`src/rtl/conv_stream_dispatch.sv`:
```
// Routes a counted burst from one input stream to one of N_DEST outputs through a
// single register stage, with an independent fixed-delay start-pulse line per destination.
module conv_stream_dispatch #(
    parameter int DATA_W      = 128,
    parameter int N_DEST      = 2,
    parameter int DEST_W      = 1,
    parameter int LEN_W       = 20,
    parameter int START_DELAY = 4
) (
    input  logic              clk,
    input  logic              rst,
    input  logic              cmd_valid,
    output logic              cmd_ready,
    input  logic [DEST_W-1:0] cmd_dest,
    input  logic [LEN_W-1:0]  cmd_len,
    input  logic              abort,
    input  logic [DATA_W-1:0] s_data,
    input  logic              s_valid,
    output logic              s_ready,
    output logic [DATA_W-1:0] m_data,
    output logic [N_DEST-1:0] m_valid,
    input  logic [N_DEST-1:0] m_ready,
    output logic              m_last,
    input  logic [N_DEST-1:0] start_in,
    output logic [N_DEST-1:0] start_out,
    output logic              busy,
    output logic              done,
    output logic              err_dest
);

    typedef enum logic [1:0] {IDLE, ROUTE, DRAIN} state_t;

    // One extra bit so the range check stays meaningful when N_DEST is a power of two.
    localparam logic [DEST_W:0] N_DEST_EXT = (DEST_W + 1)'(N_DEST);

    state_t            state, state_nxt;
    logic [DEST_W-1:0] dest;
    logic [LEN_W-1:0]  len;
    logic [LEN_W-1:0]  cnt;
    logic [DATA_W-1:0] out_data;
    logic              out_valid;
    logic              out_last;
    logic              zero_done;
    logic              drain_done;
    logic              cmd_acc;
    logic              cmd_bad;
    logic              beat_acc;
    logic              beat_last;
    logic              out_ready;

    assign out_ready = m_ready[dest];
    assign cmd_acc   = cmd_valid && cmd_ready;
    assign cmd_bad   = {1'b0, cmd_dest} >= N_DEST_EXT;
    assign beat_acc  = s_valid && s_ready;
    assign beat_last = (cnt + LEN_W'(1)) == len;

    // NOTE: sequential state uses non-blocking assignments so every register samples
    // the pre-edge values; blocking here would create order-dependent simulation.
    always_ff @(posedge clk) begin
        if (rst) state <= IDLE;
        else     state <= state_nxt;
    end

    // NOTE: every output of this block gets a default first, so no path infers a latch.
    always_comb begin
        state_nxt  = state;
        cmd_ready  = 1'b0;
        s_ready    = 1'b0;
        drain_done = 1'b0;
        case (state)
            IDLE: begin
                cmd_ready = !zero_done;
                if (cmd_valid && cmd_ready && !cmd_bad && (cmd_len != '0))
                    state_nxt = ROUTE;
            end
            ROUTE: begin
                s_ready = !out_valid || out_ready;
                if (abort)
                    state_nxt = IDLE;
                else if (s_valid && s_ready && beat_last)
                    state_nxt = DRAIN;
            end
            DRAIN: begin
                // Abort wins over a simultaneous final handshake.
                drain_done = out_valid && out_last && out_ready && !abort;
                if (abort || drain_done)
                    state_nxt = IDLE;
            end
            default: state_nxt = IDLE;
        endcase
    end

    always_ff @(posedge clk) begin
        if (rst) begin
            dest      <= '0;
            len       <= '0;
            cnt       <= '0;
            out_data  <= '0;
            out_valid <= 1'b0;
            out_last  <= 1'b0;
            zero_done <= 1'b0;
            err_dest  <= 1'b0;
        end else begin
            zero_done <= 1'b0;
            if (cmd_acc) begin
                dest <= cmd_dest;
                len  <= cmd_len;
                cnt  <= '0;
                if (cmd_bad) begin
                    err_dest <= 1'b1;
                end else begin
                    err_dest  <= 1'b0;
                    zero_done <= (cmd_len == '0);
                end
            end
            if (abort && (state != IDLE)) begin
                out_valid <= 1'b0;
                cnt       <= '0;
            end else if (beat_acc) begin
                out_data  <= s_data;
                out_valid <= 1'b1;
                out_last  <= beat_last;
                cnt       <= cnt + LEN_W'(1);
            end else if (out_ready) begin
                out_valid <= 1'b0;
            end
        end
    end

    always_comb begin
        m_valid = '0;
        for (int i = 0; i < N_DEST; i++)
            m_valid[i] = out_valid && (dest == DEST_W'(i));
    end

    assign m_data = out_data;
    assign m_last = out_valid && out_last;
    assign done   = zero_done || drain_done;
    assign busy   = (state != IDLE);

    generate
        if (START_DELAY == 0) begin : g_start_pass
            assign start_out = start_in;
        end else begin : g_start_dly
            logic [N_DEST-1:0] pipe [START_DELAY];
            // NOTE: the delay line is reset stage by stage so a reset also cancels
            // pulses already in flight; ordinary storage arrays would not be reset.
            always_ff @(posedge clk) begin
                if (rst) begin
                    for (int k = 0; k < START_DELAY; k++) pipe[k] <= '0;
                end else begin
                    pipe[0] <= start_in;
                    for (int k = 1; k < START_DELAY; k++) pipe[k] <= pipe[k-1];
                end
            end
            assign start_out = pipe[START_DELAY-1];
        end
    endgenerate

endmodule
```
`config.mk`:
```
export PLATFORM = sky130hd
export DESIGN_NAME = conv_stream_dispatch
export DESIGN_NICKNAME = d
export VERILOG_FILES = /design/src/rtl/conv_stream_dispatch.sv
export SDC_FILE = /design/constraint.sdc
export NUM_CORES = 1
export LEC_CHECK = 0
export CAP_MARGIN = 20
export CELL_PAD_IN_SITES_DETAIL_PLACEMENT = 1
export CELL_PAD_IN_SITES_GLOBAL_PLACEMENT = 1
export CORE_MARGIN = 1.5
export CORE_UTILIZATION = 47
export DETAILED_ROUTE_END_ITERATION = 7
export DONT_BUFFER_PORTS = 1
export GPL_TIMING_DRIVEN = 0
export PLACE_DENSITY = 0.9
export SKIP_CTS_REPAIR_TIMING = 1
export SYNTH_ARGS = -nofsm -noshare
export SYNTH_HDL_FRONTEND = slang
export SYNTH_SLANG_ARGS = --single-unit
```
`constraint.sdc`:
```
create_clock -name clk -period 5.1 [get_ports clk]
set_input_delay 1.53 -clock clk [delete_from_list [all_inputs] [get_ports clk]]
set_output_delay 1.53 -clock clk [all_outputs]
set_load 0.01 [all_outputs]
```
==> results of run 1 <==
==> layout make-up <==
cell class              instances  area [um2]  share of cell area, %
inverters                       2        7.51                 0.0930
clock inverters                15         170                   2.11
clock buffers                  17         425                   5.27
flip-flops and latches        182        3640                   45.1
plain buffers                  68         274                   3.39
multi-input cells             680        3320                   41.1
well taps                     188         235                   2.91
==> sequential cells by signal, summed over array words and instances (netlist names) <==
register,count
zero_done,1
cnt,20
len,20
g_start_dly.pipe,8
m_data,128
dest,1
out_last,1
state,2
out_valid,1
==> kinds of logic after synthesis <==
| logic type | synth area share, % |
|---|---|
| xor gates and xnor gates | 3.27 |
| AOI/OAI and AO/OA | 16.5 |
| buffers and inverters | 3.89 |
| and+or+nand+nor | 25.7 |
| DFF | 50.3 |
| muxes | 0.138 |
| adders and majority gates | 0.173 |
| other | 0.0518 |
==> worst paths after layout <==
| path | start | to | cells past startpoint |
|---|---|---|---|
| worst max-delay path | m_ready[1] | done | 3 |
| worst max register to register | cnt[0] | state[0] | 7 |
| worst min-delay path | g_start_dly.pipe[2][0] | g_start_dly.pipe[3][0] | 1 |
| worst min register to register | g_start_dly.pipe[2][0] | g_start_dly.pipe[3][0] | 1 |
==> per-stage QoR <==
stage	utilization, %	worst slack [ns]	total power [mW]	hold slack [ns]	cells
after floorplan	-	1.39	1.64	0.414	932
after global placement	49.4	1.26	1.69	0.415	1120
after detailed placement	49.4	1.19	1.70	0.424	1120
after CTS	53.3	1.19	3.01	0.444	1152
after global routing	53.3	1.08	3.10	0.463	1152
final	53.3	1.19	3.00	0.437	1152
==> metal layers <==
layer  part of all wire [%]  global-route usage, %
met1                     36                   30.2
met2                     52                   53.4
met3                    8.1                   11.2
met5                      0                      0
met4                    3.1                   11.1
==> synth_stat cells (3+ instances only) <==
master / n / area (um2)
or3_1: 5 / 31.3
o31ai_1: 3 / 22.5
a211oi_1: 3 / 22.5
nand2_1: 317 / 1190
xor2_1: 9 / 78.8
nor2b_1: 11 / 68.8
nor2_1: 30 / 113
nand4_1: 5 / 31.3
nor3_1: 11 / 55.1
o21bai_1: 3 / 22.5
o21ai_0: 12 / 60.1
nor4_1: 10 / 62.6
buf_2: 6 / 30.0
o211ai_1: 4 / 30.0
a21oi_1: 173 / 866
nand3_1: 18 / 90.1
a31oi_1: 4 / 25.0
dfxtp_1: 182 / 3640
xnor2_1: 18 / 158
nand3b_1: 4 / 30.0
clkbuf_1: 59 / 221
==> power by group <==
| part | total (mW) | internal, mW | switching (mW) |
|---|---|---|---|
| sequential | 1.50 | 1.46 | 0.0430 |
| clock | 1.32 | 0.697 | 0.627 |
| combinational | 0.172 | 0.0539 | 0.118 |
| total | 3.00 | 2.21 | 0.788 |
==> qor.txt, run 1 <==
Final setup skew -> 0.0122 ns
Commonest non-fill, non-tap cell in the layout -> nand2_1
Ys flop type -> dfxtp_1
Fraction of layout cells with a size suffix above 1 -> 5.29%
EDFF count, synth -> 0
Initial Util -> 47.8%
Final worst path period share -> 76.8%
Iteration-0 DRC Markers -> 315
Antenna Diode Count -> 0
CP Capture Type -> output pin
Worst-Margin Slew -> 0.671 ns
Antenna violations before repair -> 0
CP Data Arrival Time -> 2.38 ns
Reg2Reg Setup Slack -> 2.25 ns
All-layer global routing usage -> 29.2%
DR vias -> 6607
Seq/Total Area, Yosys -> 50.3%
Setup violations, final -> 0
Mean Syn Cell Area -> 7.77 um2
Critical path fanouts, max -> 6
IO Pins -> 296
MaxCap Viol Count -> 0
Worst-path cell chain -> mux2i_1, nor2b_1, a31o_2
Vias per inst -> 5.74
Yosys reg bits -> 182
F_max -> 0.255 GHz
Async S/R FF share, synth -> 0%
Worst VDD drop -> 0.000245 V
Final hold vios -> 0
Setup repair after global routing missed its margin -> false
Layout filler cell count -> 1882
CTS tree -> built
Setup crit start kind -> input pin
Port-buffer cells -> 0
Reg clk slew, reported paths -> 0.07 ns
Buffers & Inverters on Critical Path -> 0
Rows -> 45
CORE AREA -> 15100 um2
DRC violations left -> 0
Area growth syn-to-layout -> 11.5%
Static Leak -> 2.73 nW
WS Path Type -> in2out
HP Class -> reg2reg
Yosys warns -> 0
Mapped Nets -> 1091
Post-route minimum period -> 3.91 ns
Routed Antenna Nets -> 0
Clock sinks -> 182
Max-slew violations -> 0
Setup TNS -> 0 ns
First-pass GRT wire length -> 36500 um
DIE AREA -> 16200 um2
Outcome -> finished, final reports clean
H-tree depth -> 4
Power Dens Cells -> 371 nW/um2
CTS Root Cell -> clkbuf_16
Cell family with most CP delay -> multiplexers
Yosys cell types -> 57
Most frequent cells in the layout -> nand2_1 (317), dfxtp_1 (182), a21oi_1 (173)
Required time worst endpoint -> 3.57 ns
CTS buffer count -> 17
Final estimated routing congestion in global placement -> 0.826
Max_slew headroom -> 55.3%
Die W -> 127 um
Total Wirelength -> 24100 um
Cell area after layout -> 8070 um2
Syn Std Cell Area -> 7240 um2
CTS Buffer Depth -> 2
DRT Pass-1 Iters -> 5
HPWL after DPL -> 18100 um
Overflow left after global routing -> 0
CP peak stage delay -> 0.41 ns
Dpl cell area -> 7480 um2
Vias in the first global route -> 6836
Avg WL per Cell -> 21.0 um
Clock Latency Late Sink -> 0.44 ns
Largest net degree at the start of global routing -> 19
Final nets -> 1110
Mapped Cells -> 932
Die H -> 127 um
CP max stage cell -> mux2i_1
No activity file was read; power rests on OpenSTA's default activity.
==> run 2, diff against run 1 <==
Settings changed: CORE_UTILIZATION 47 to 40, PLACE_DENSITY 0.9 to 0.82.
Clock period 5.1 ns to 3.3 ns, I/O delays scaled along.
==> run 2 against run 1 <==
  * Count of clock-buffer cells in the layout is 1 higher
  * Highest routed layer unchanged
  * Wire length is 2.8% higher
  * Combinational power is 55% higher
  * Largest cell class unchanged
  * Via count is 0.68% higher
  * Worst hold slack better by 0.00060 ns
  * Sequential power is 55% higher
  * Non-clock buffer count stayed put
  * Register-to-register slack worse by 1.8 ns
==> qor.txt, run 2 (synthesized netlist as in run 1, its figures left out) <==
Outcome -> finished, final reports clean
Commonest non-fill, non-tap cell in the layout -> nand2_1
Setup crit start kind -> input pin
Final estimated routing congestion in global placement -> 0.820
Layout filler cell count -> 2228
H-tree depth -> 4
Max-slew violations -> 0
CP Data Arrival Time -> 3.25 ns
DIE AREA -> 18900 um2
Reg area -> 3640 um2
IO Pins -> 296
PnR Total Power -> 4.70 mW
CP max stage cell -> clkbuf_1
Overflow left after global routing -> 0
Antenna violations before repair -> 0
Max_slew headroom -> 54.1%
Final worst path period share -> 87.7%
Clock sinks -> 182
DR vias -> 6652
Total Wirelength -> 24800 um
Iteration-0 DRC Markers -> 242
Clock Latency Late Sink -> 0.44 ns
Cell family with most CP delay -> buffers and inverters
CTS tree -> built
Port-buffer cells -> 0
Static Leak -> 2.74 nW
Buffers & Inverters on Critical Path -> 2
Routed Antenna Nets -> 0
WS Path Type -> in2reg
Max reg flops -> 128
CP peak stage delay -> 0.53 ns
Area growth syn-to-layout -> 12.5%
Fraction of layout cells with a size suffix above 1 -> 5.19%
Setup repair after global routing missed its margin -> false
MaxCap Viol Count -> 0
F_max -> 0.345 GHz
Die H -> 138 um
Rows -> 49
HPWL after DPL -> 18500 um
Setup violations, final -> 0
CORE AREA -> 17800 um2
HP Class -> reg2reg
Post-route minimum period -> 2.90 ns
Most frequent cells in the layout -> nand2_1 (317), dfxtp_1 (182), a21oi_1 (173)
Worst VDD drop -> 0.000345 V
Final setup skew -> 0.0163 ns
Required time worst endpoint -> 3.65 ns
CTS Root Cell -> clkbuf_16
DRC violations left -> 0
Worst-Margin Slew -> 0.688 ns
Reg clk slew, reported paths -> 0.07 ns
Vias per inst -> 5.58
Worst-path cell chain -> mux2i_1, a21o_1, or3_1, clkbuf_1, clkbuf_1, nand2_1, a21oi_1
Worst slack, placed -> -0.0823 ns
Largest net degree at the start of global routing -> 20
CTS buffer count -> 17
Vias in the first global route -> 6714
CTS Buffer Depth -> 2
Multi-input logic area -> 3320 um2
Final hold vios -> 0
Die W -> 138 um
Power Dens Cells -> 578 nW/um2
DRT Pass-1 Iters -> 4
Critical Path Most Common Cell -> clkbuf_1
Slack of the critical path -> 0.404 ns
Initial Util -> 40.6%
Critical path fanouts, max -> 10
First-pass GRT wire length -> 36500 um
All-layer global routing usage -> 25.7%
Antenna Diode Count -> 0
Avg WL per Cell -> 20.8 um
CP Capture Type -> flip-flop
Final nets -> 1110
-- run 2: changes by cell type in the layout (fill, tap and decap cells not counted), sizes merged --
cell | previous run | this run
clkbuf | 76 | 77
inv | 7 | 8
clkinv | 8 | 7
clkinvlp | 1 | 0
-- run 2: through the flow --
step	hold slack, ns	instance area (um2)	std cells	TNS [ns]	util [%]
2_1_floorplan	0.414	7240	932	0	-
3_3_place_gp	0.420	7530	1161	-0.157	42.2
3_5_place_dp	0.426	7530	1161	-0.337	42.2
4_1_cts	0.439	8140	1193	0	45.6
5_1_grt	0.454	8140	1193	0	45.6
6_report	0.438	8140	1193	0	45.6
-- run 2: worst register-to-register path: stages (launching register included) --
cell and delay, ns:
dfxtp_1 0.42, mux2i_1 0.54, a21o_1 0.28, or3_1 0.18, clkbuf_1 0.53, clkbuf_1 0.50, nand2_1 0.12, a21oi_1 0.20
-- run 2: power breakdown --
part	internal [mW]	switching, mW
Sequential	2.25	0.0673
Clock	1.10	1.02
Combinational	0.0833	0.183
Total	3.43	1.27
-- run 2: final cells by class --
| class | instances | share of cell area, % |
|---|---|---|
| sequential | 182 | 44.7 |
| multi-input combinational | 680 | 40.7 |
| clock buffer | 18 | 5.27 |
| tap | 229 | 3.52 |
| buffer | 68 | 3.36 |
| clock inverter | 14 | 2.29 |
| inverter | 2 | 0.0922 |
-- run 2: final timing paths --
kind                                        startpoint  cells after the start  slack [ns]                      to
worst max-delay path                        m_ready[1]                      7        0.40               m_data[2]
worst min-delay path            g_start_dly.pipe[0][1]                      1        0.44  g_start_dly.pipe[1][1]
worst max register to register                    dest                      7        0.45               m_data[2]
worst min register to register  g_start_dly.pipe[0][1]                      1        0.44  g_start_dly.pipe[1][1]
-- run 2: metal layers --
layer  vias to the layer above  GRT usage (%)  wire length, um
li1                       3145              -                -
met2                       219           45.7            12900
met5                         -              0                0
met3                        49           9.46             1950
met4                         0           10.5              732
met1                      3239           27.4             9170
==> run 3, diff against run 2 <==
Settings changed: GPL_TIMING_DRIVEN 0 to unset.
==> run 3 against run 2 <==
  * Utilization shrank 0.91 points
  * Largest power group unchanged
  * Sequential share of layout area grew 0.91 points
  * Highest routed layer unchanged
  * Via count decreased by 5.3%
  * Worst setup slack got worse by 0.025 ns
  * Fmax down 0.84%
==> qor.txt, run 3 (synthesized netlist as in run 1, its figures left out) <==
CP Capture Type -> output pin
DRT Pass-1 Iters -> 4
Die W -> 138 um
Iteration-0 DRC Markers -> 316
Setup violations, final -> 0
Busiest grt layer -> met2
Worst-Margin Slew -> 0.646 ns
Max reg flops -> 128
Critical path fanouts, max -> 6
CTS Root Cell -> clkbuf_16
Static Leak -> 2.69 nW
DR vias -> 6302
Power Dens Cells -> 570 nW/um2
Vias per inst -> 5.54
CTS tree -> built
Final nets -> 1055
Fraction of layout cells with a size suffix above 1 -> 6.28%
Area growth syn-to-layout -> 10.2%
Final setup skew -> 0.0112 ns
Total Wirelength -> 21900 um
MaxCap Viol Count -> 0
Routed Antenna Nets -> 0
Met1 Use GR -> 25.2%
Clock Power Share -> 44.2%
Required time worst endpoint -> 2.31 ns
Buffers & Inverters on Critical Path -> 0
Post-route minimum period -> 2.92 ns
Rows -> 49
CORE AREA -> 17800 um2
Met3 GRT Util -> 9.49%
Final hold vios -> 0
Setup repair after global routing missed its margin -> false
Final estimated routing congestion in global placement -> 0.779
Cell Count, Final, Fillers Out -> 1138
Gate power share -> 4.9%
Max-slew violations -> 0
Worst-path cell chain -> mux2i_1, nor2b_1, a31o_2
Antenna violations before repair -> 0
Commonest non-fill, non-tap cell in the layout -> nand2_1
Overflow left after global routing -> 0
M2 GR Usage -> 37.9%
Port-buffer cells -> 0
Final worst path period share -> 88.5%
Initial Util -> 40.6%
DRC violations left -> 0
Sw Ratio -> 26.3%
IO Pins -> 296
Clock Latency Late Sink -> 0.43 ns
CTS Buffer Depth -> 2
Cell area after layout -> 7980 um2
Clock sinks -> 182
F_max -> 0.342 GHz
HPWL after DPL -> 15500 um
Largest net degree at the start of global routing -> 164
Setup TNS -> 0 ns
Sequential Power Share -> 50.9%
Outcome -> finished, final reports clean
Most frequent cells in the layout -> nand2_1 (317), dfxtp_1 (182), a21oi_1 (173)
Worst VDD drop -> 0.000371 V
Cell family with most CP delay -> multiplexers
HP Class -> reg2reg
Dpl cell area -> 7400 um2
CTS buffer count -> 17
Reg clk slew, reported paths -> 0.07 ns
Max_slew headroom -> 55.7%
Die H -> 138 um
CP max stage cell -> mux2i_1
Setup crit start kind -> input pin
Avg WL per Cell -> 19.3 um
Post-Place Cells -> 1106
WS Path Type -> in2out
PnR Total Power -> 4.55 mW
NetSw -> 1.20 mW
DIE AREA -> 18900 um2
Final core occ -> 44.7%
CP Data Arrival Time -> 1.93 ns
CP peak stage delay -> 0.51 ns
H-tree depth -> 4
Internal power consumption -> 3.35 mW
All-layer global routing usage -> 22.4%
First-pass GRT wire length -> 32300 um
Vias in the first global route -> 6062
## run 3: metrics by stage
stage | setup WS [ns] | hold slack, ns
after floorplan | 0.663 | 0.414
after global placement | 0.383 | 0.427
after detailed placement | 0.373 | 0.426
after CTS | 0.388 | 0.443
after global routing | 0.319 | 0.447
final | 0.380 | 0.439
## run 3: cell type report
type,instances,area [um2]
fillers,2168,9860
flip-flops and latches,182,3640
multi-input cells,680,3330
clock buffers,17,425
well taps,229,287
clock inverters,14,154
repair buffers,13,135
inverters,2,7.51
diodes,1,2.50
## run 3: power by group through the flow
stage / clock (mW) / sequential, mW / combinational (mW)
2_1_floorplan: 0 / 2.35 / 0.193
3_3_place_gp: 0 / 2.37 / 0.217
3_5_place_dp: 0 / 2.37 / 0.225
4_1_cts: 2.06 / 2.32 / 0.226
5_1_grt: 2.16 / 2.32 / 0.251
6_report: 2.01 / 2.32 / 0.224
## run 3: final timing paths
| path | startpoint | to | depth (start not counted) | slack [ns] |
|---|---|---|---|---|
| max reg2reg | cnt[4] | state[0] | 6 | 0.52 |
| max | m_ready[1] | done | 3 | 0.38 |
| min reg2reg | g_start_dly.pipe[2][1] | g_start_dly.pipe[3][1] | 1 | 0.44 |
| min | g_start_dly.pipe[2][1] | g_start_dly.pipe[3][1] | 1 | 0.44 |
## run 3: routing by layer
metal / share of wire [%] / vias up
li1: - / 3035
met1: 40 / 3038
met2: 49 / 196
met3: 8.5 / 33
met4: 2.2 / 0
met5: 0 / -
